File: src/rtl/apb_reg_slave.sv
// rtl/apb_reg_slave.sv - APB register-file slave with read-only ID word, wait states and error decode
// Transfer: IDLE -> SETUP -> ACCESS. Decode and write use values captured when ACCESS is entered.
module apb_reg_slave #(
  parameter int dataWidth = 32,
  parameter int addrWidth = 32,
  parameter int NUM_REGS = 16,
  parameter int WAIT_STATES = 0,
  parameter logic [dataWidth-1:0] ID_VALUE = 32'hA9B0_0001
) (
  input  logic                   clk,
  input  logic                   rst,
  input  logic                   psel,
  input  logic                   penable,
  input  logic                   pwrite,
  input  logic [addrWidth-1:0]   paddr,
  input  logic [dataWidth-1:0]   pwdata,
  input  logic [dataWidth/8-1:0] pstrb,
  input  logic [2:0]             pprot,
  output logic                   pready,
  output logic                   pslverr,
  output logic [dataWidth-1:0]   prdata
);

  localparam int idxW = (NUM_REGS > 1) ? $clog2(NUM_REGS) : 1;

  typedef enum logic [1:0] {IDLE, SETUP, ACCESS} stateT;

  stateT                  state;
  stateT                  nextState;
  logic [3:0]             cnt;
  logic                   load;
  logic                   done;
  logic                   err;
  logic                   capWrite;
  logic                   capPriv;
  logic [addrWidth-1:0]   capAddr;
  logic [dataWidth-1:0]   capWdata;
  logic [dataWidth/8-1:0] capStrb;
  logic [addrWidth-3:0]   wordIdx;
  logic [idxW-1:0]        capIdx;
  logic [dataWidth-1:0]   regFile [NUM_REGS];
  logic                   unusedProt;

  assign unusedProt = ^pprot[2:1];

  assign wordIdx = capAddr[addrWidth-1:2];
  assign capIdx  = capAddr[idxW+1:2];
  assign err = (capAddr[1:0] != 2'b00)
            || (wordIdx >= (addrWidth-2)'(NUM_REGS))
            || (capWrite && (wordIdx == '0))
            || (capWrite && !capPriv && (wordIdx >= (addrWidth-2)'(NUM_REGS/2)));

  assign done    = (state == ACCESS) && (cnt == 4'(WAIT_STATES));
  assign pready  = done;
  assign pslverr = done && err;
  assign prdata  = (done && !err && !capWrite)
                 ? ((capIdx == '0) ? ID_VALUE : regFile[capIdx]) : '0;

  always_comb begin
    nextState = state;
    load      = 1'b0;
    case (state)
      IDLE: begin
        if (psel && !penable) nextState = SETUP;
      end
      SETUP: begin
        if (psel && penable) begin
          nextState = ACCESS;
          load      = 1'b1;
        end else begin
          nextState = IDLE;
        end
      end
      ACCESS: begin
        // Completion ignores the bus; an early drop of psel/penable aborts.
        if (done) nextState = (psel && !penable) ? SETUP : IDLE;
        else if (!(psel && penable)) nextState = IDLE;
      end
      default: nextState = IDLE;
    endcase
  end

  always_ff @(posedge clk) begin
    if (rst) begin
      state    <= IDLE;
      cnt      <= '0;
      capWrite <= 1'b0;
      capPriv  <= 1'b0;
      capAddr  <= '0;
      capWdata <= '0;
      capStrb  <= '0;
      for (int i = 0; i < NUM_REGS; i++) regFile[i] <= '0;
    end else begin
      state <= nextState;
      if (load) begin
        cnt      <= '0;
        capWrite <= pwrite;
        capPriv  <= pprot[0];
        capAddr  <= paddr;
        capWdata <= pwdata;
        capStrb  <= pstrb;
      end else if ((state == ACCESS) && (cnt != 4'(WAIT_STATES))) begin
        cnt <= cnt + 4'd1;
      end
      if (done && capWrite && !err) begin
        for (int b = 0; b < dataWidth/8; b++) begin
          if (capStrb[b]) regFile[capIdx][8*b +: 8] <= capWdata[8*b +: 8];
        end
      end
    end
  end

endmodule

File: config.mk
export PLATFORM = sky130hd
export DESIGN_NAME = apb_reg_slave
export DESIGN_NICKNAME = d
export VERILOG_FILES = /design/src/rtl/apb_reg_slave.sv
export SDC_FILE = /design/constraint.sdc
export NUM_CORES = 1
export LEC_CHECK = 0
export CAP_MARGIN = 5
export CORE_MARGIN = 2
export CORE_UTILIZATION = 30
export CTS_CLUSTER_SIZE = 16
export DETAILED_ROUTE_END_ITERATION = 12
export PLACE_DENSITY_LB_ADDON = 0.3
export SLEW_MARGIN = 20
export SYNTH_ARGS = -nofsm -noshare
export SYNTH_HDL_FRONTEND = slang
export SYNTH_SLANG_ARGS = --single-unit
File: constraint.sdc
create_clock -name clk -period 2.3 [get_ports clk]
set_input_delay 0.46 -clock clk [delete_from_list [all_inputs] [get_ports clk]]
set_output_delay 0.46 -clock clk [all_outputs]
set_load 0.05 [all_outputs]
### Word level (Yosys, flattened, before mapping)

Memory sizes are Yosys's and may differ from the RTL's. A register that Yosys moved wholly into a read port is not among the register bits.
Index checks and enable logic that the tools add are counted.

| storage, ports and cells | value |
|---|---|
| bits in registers | 76 |
| input port bits | 76 |
| memories | 1 |
| memory bits (writable) | 512 |
| output and inout bits | 34 |

| operators by class | value |
|---|---|
| add/subtract/negate cells | 1 |
| reductions and logical operators | 28 |
| magnitude comparators | 2 |
| muxes and demuxes | 33 |
| equal/unequal tests | 4 |

Memories:

| memory | depth | bits a word | read ports | clocked after Yosys merged registers in | wr ports | RTL line | text |
|---|---|---|---|---|---|---|---|
| regFile | 16 | 32 | 1 | 1 | 16 | 41 | `logic [dataWidth-1:0] regFile [NUM_REGS];` |

Operator list:

| cell | count |
|---|---|
| two-way mux 32 bit | 3 |
| OR reduction 32 bit | 1 |
| >= comparator 30 x 4 -> 1 bit (second input constant) | 1 |
| >= comparator 30 x 5 -> 1 bit (second input constant) | 1 |
| logical NOT 30 bit | 1 |
| two-way mux 1 bit | 21 |
| two-way mux 4 bit | 4 |
| logical AND 1 bit | 12 |
| logical NOT 4 bit | 2 |
| two-way mux 2 bit | 4 |
| case mux 2 bit (3 select lines) | 1 |
| adder 4 x 1 -> 4 bit (second input constant) | 1 |
| logical NOT 1 bit | 4 |
| nonzero test 4 bit | 1 |
| logical OR 1 bit | 3 |
| inequality test 3 bit (second input constant) | 1 |
| == test 2 x 1 -> 1 bit (second input constant) | 1 |
| == test 2 bit (second input constant) | 1 |
| logical NOT 2 bit | 1 |
| inequality test 2 bit (second input constant) | 1 |
| AND reduction 2 bit | 1 |
| nonzero test 2 bit | 1 |
| OR reduction 2 bit | 1 |

### Longest topological paths before layout

| depth | value |
|---|---|
| word-level depth | 11 |
| mapped depth | 10 |
| gate-level depth less buffers | 7 |

### Worst setup path after synthesis

OpenSTA, ideal clock, no wires.

| timing path | value |
|---|---|
| path kind | register to output |
| start | register cnt[0] |
| end | output port prdata[26] |
| path buffers | 2 |
| data arrival time | 2746 ps |
| stages on the path, launching flop included | 9 |
| path slack | -906 ps |
| cells stage by stage | dfxtp_1 inv_1 ha_1 nor3b_1 nand2_1 or4b_1 clkbuf_1 buf_2 nor3_1 |

| between the ends | value |
|---|---|
| cells in the longest elaborated chain, start to end | 5 |

Ends and longest elaborated chain:

| element | RTL line | text |
|---|---|---|
| start, declared | 30 | `logic [3:0] cnt;` |
| start signal, assigned | 103 | `cnt <= cnt + 4'd1;` |
| logical NOT 4 bit | 53 | `assign done = (state == ACCESS) && (cnt == 4'(WAIT_STATES));` |
| logical AND 1 bit | 53 |  |
| logical AND 1 bit (2 in series) | 56 | `assign prdata = (done && !err && !capWrite)` |
| two-way mux 32 bit | 57 | `? ((capIdx == '0) ? ID_VALUE : regFile[capIdx]) : '0;` |
| end, declared | 21 | `output logic [dataWidth-1:0] prdata` |

No other way between the ends.

### Final worst setup path

| timing path | value |
|---|---|
| start | register capAddr[9] |
| end | output port prdata[15] |

| between the ends | value |
|---|---|
| cells in the longest elaborated chain, start to end | 8 |

Ends and longest elaborated chain:

| element | RTL line | text |
|---|---|---|
| start, declared | 36 | `logic [addrWidth-1:0] capAddr;` |
| start signal, assigned | 99 | `capAddr <= paddr;` |
| >= comparator 30 x 5 -> 1 bit / logical NOT 30 bit (equally long branches) | 49, 50 |  |
| logical OR 1 bit / logical AND 1 bit (equally long branches) | 49, 50 |  |
| logical OR 1 bit | 50 | `\|\| (capWrite && (wordIdx == '0))` |
| logical OR 1 bit * | 51 | `\|\| (capWrite && !capPriv && (wordIdx >= (addrWidth-2)'(NUM_REGS/2)));` |
| logical NOT 1 bit * | 56 |  |
| logical AND 1 bit * (2 in series) | 56 |  |
| two-way mux 32 bit * | 57 |  |

Mark *: on every way between the ends. The rest lies on a longest branch, timed or not.

==> flow_summary.yaml <==
logic_synthesis:
  synth_cell_type_count: 47
  synth_top_family_by_area: "simple AND/OR/NAND/NOR gates"
  ys_ff_latch: 592
  synth_top_area_share_pct: 57.8
  synth_area_sq_um: 26600
  ys_top_cells_by_count: "edfxtp_1, nor3_1, nand2_1"
  syn-mean-instance-area_sq_um: 12.9
  synth_ff_type: "edfxtp_1"
  yosys.cell_count.top_type: "edfxtp_1"
  synth-xor-area-share_pct: 0.0988
  synth-compound-area-share_pct: 7.18
  ys_seq_area_share_pct: 63.8
  synth_mux_area_share_pct: 10.7
  synthSimpleGateAreaFrac_pct: 13.6
  syn_inst: 2067
  synth_warnings: 0
  synth-edff-count: 512
  synth_area_leaders: "edfxtp_1, nor3_1, mux4_2"
  synth_top_area_cell: "edfxtp_1"
  synth_adder_area_share_pct: 0.0941
  async_flop_share_pct: 0
layout:
  fin_cells: 3571
  seqCellArea_sq_um: 17000
  multi_input_area_sq_um: 10700
  drive_gt1_share_pct: 36.4
  syn2layout_area_growth_pct: 38.0
  fillCellCount: 8098
  nets: 2435
  num_antenna_cells: 0
sta:
  tns_ns: -177.27
  fmax_mhz: 310
  finalClockSkew_ns: 0.0174
  rsz0062_at_grt: "true"
  setup_ws_ns: -0.931
  min_period_ns: 3.23
  finalSetupViolCount: 994
  final_hold_viol_count: 0
  drv_slew: 0
  tightest_slew_ns: 1.08
  finalCritPeriodShare_pct: 140
  relSlewSlack_pct: 27.9
  holdWs_ns: 0.255
power:
  swShare_pct: 21.7
  p_seq_share_pct: 51.4
  p_total_mw: 23.6
  ir_drop_mv: 0.578
  switchingPower_mw: 5.13
  leakagePower_nw: 12.4
  power.internal_mw: 18.5
  power_density_nw_per_um2: 643
  p_clk_share_pct: 42.8
  pwr-share-comb_pct: 5.8
run:
  maxCapViolations: 0
floorplan:
  num_io_pins: 110
  dieHeight_microns: 302
  coreArea_sq_um: 88100
  initial_core_util_pct: 30.2
  dieArea_sq_um: 91100
  std_cell_rows: 109
  die_x_microns: 302
detailed_routing:
  drt_iter0_markers: 1749
  totalWireLength_microns: 88100
  post-route-drc-count: 0
  firstDrtPassIters: 5
  viasPerCell: 5.41
  ant_nets: 0
  wl_per_cell_microns: 24.7
  vias: 19300
clock_tree:
  clk_latency_ns: 0.64
  cts.root.buffer_cell: "clkbuf_16"
  h-tree-depth: 2
  cts_tree: "done"
  cts_made_buffers: 61
  path_clk_slew_ns: 0.06
  clock_sinks: 592
  clk_path_buf_depth: 3
placement:
  hpwl_microns: 55200
  place.gp.congestion: 0.807
  io_buffers: 107
  dp.cells: 3369
worst_setup_path:
  crit_path_end_kind: "output port"
  startpoint_type: "flop"
  rr_worst_depth: 15
  crit_type: "flop to output port"
  worstPathRequired_ns: 1.84
  crit_path_max_fanout: 7
  crit_arrival_ns: 2.77
  reg2reg_setup_slack_ns: -0.27
  timing.rr.start: "cnt[0]"
  reg2reg_to: "regFile[4][28]"
grt:
  grt_pass1_wl_microns: 121000
  grt_pass1_vias: 18800
  antenna_found_initial: 3
  grt.overflow.total: 0
  grt_max_degree: 50
  grtUsageTotal_pct: 17.8
outcome:
  outcome: "finished with violations"
  violations: "negative setup slack"
hold_path:
  min-delay-start: "rst"
  whs_path_depth: 2
  worstHoldPathType: "input pin to flop"
  hold_end: "capWdata[7]"
-- placed cells by master, fill, tap and decap left out, types with 15 or more instances in the layout --
master,n
nand2_1,190
nor3_4,62
a221oi_1,18
a221oi_2,20
nor2_1,26
conb_1,32
buf_4,191
buf_12,83
a21oi_1,70
a22oi_1,15
buf_6,31
dfxtp_1,71
a31o_2,40
mux2i_1,99
a31o_4,20
mux4_2,72
clkdlybuf4s50_1,72
a21oi_4,27
nor3_1,348
edfxtp_1,512
clkbuf_16,91
nor3_2,83
-- how the worst max path moves through the flow --
stage,from,endpoint
detailed placement,capAddr[22],prdata[1]
floorplan,cnt[0],prdata[0]
CTS,capAddr[25],prdata[15]
global route,cnt[0],prdata[15]
global placement,flop,prdata[22]
finish,capAddr[9],prdata[15]
-- routing by layer --
layer	global-route usage (%)	part of all wire, %
met1	23.6	41
met3	4.03	7.9
met5	0	0.042
met2	29.4	49
met4	4.93	2.5
-- stage by stage --
stage	utilization (%)	instance area, sq um	worst slack, ns
2_1_floorplan	-	27100	-0.434
3_5_place_dp	35.3	31100	-0.346
4_1_cts	38.6	34000	-0.980
5_1_grt	41.7	36700	-1.03
3_3_place_gp	35.3	31100	-0.350
6_report	41.7	36700	-0.931
-- power groups by stage --
stage | registers, mW | clock network (mW) | logic, mW
floorplan | 12.3 | 0 | 0.640
global placement | 12.3 | 0 | 1.18
detailed placement | 12.4 | 0 | 1.19
CTS | 12.1 | 10.3 | 1.28
global route | 12.2 | 10.6 | 1.45
finish | 12.1 | 10.1 | 1.37
-- registers in the layout, indices dropped and copies added, names as in the netlist, named ones only --
| register | count |
|---|---|
| capAddr | 32 |
| state | 2 |
| capWdata | 32 |
| capPriv | 1 |
| capWrite | 1 |
| regFile | 512 |
| cnt | 4 |
| capStrb | 4 |
-- final cells by class --
cell class | count | share of cell area, %
sequential | 592 | 46.3
multi-input combinational | 1263 | 29.2
timing repair buffer | 434 | 15.0
clock buffer | 78 | 4.39
tap | 1165 | 3.97
clock inverter | 34 | 1.08
inverter | 5 | 0.0613
-- repair_timing --
item / CTS / global route
hold endpoints to repair: 0 / 0
gates resized for setup: 110 / 306
cloned: 6 / 46
hold buffers: 0 / 0
pin swaps: 35 / 67
buffers inserted: 24 / 24
setup endpoints to repair: 82 / 600
-- cell families after synthesis --
kind of cell	Yosys count
AND/OR/NAND/NOR	764
buffers and inverters	243
AO/OA/AOI/OAI	269
multiplexers	193
flip-flops	592
XOR/XNOR	3
other	1
adder cells (fa/ha/maj)	2
-- worst max-delay path, stage by stage, from the launching register on --
cell	delay, ns
dfxtp_2	0.32
nor4_2	0.27
and4_1	0.28
or4b_4	0.65
buf_12	0.23
a21oi_4	0.20
buf_12	0.17
Note: power is estimated with default switching activity, not from simulation.
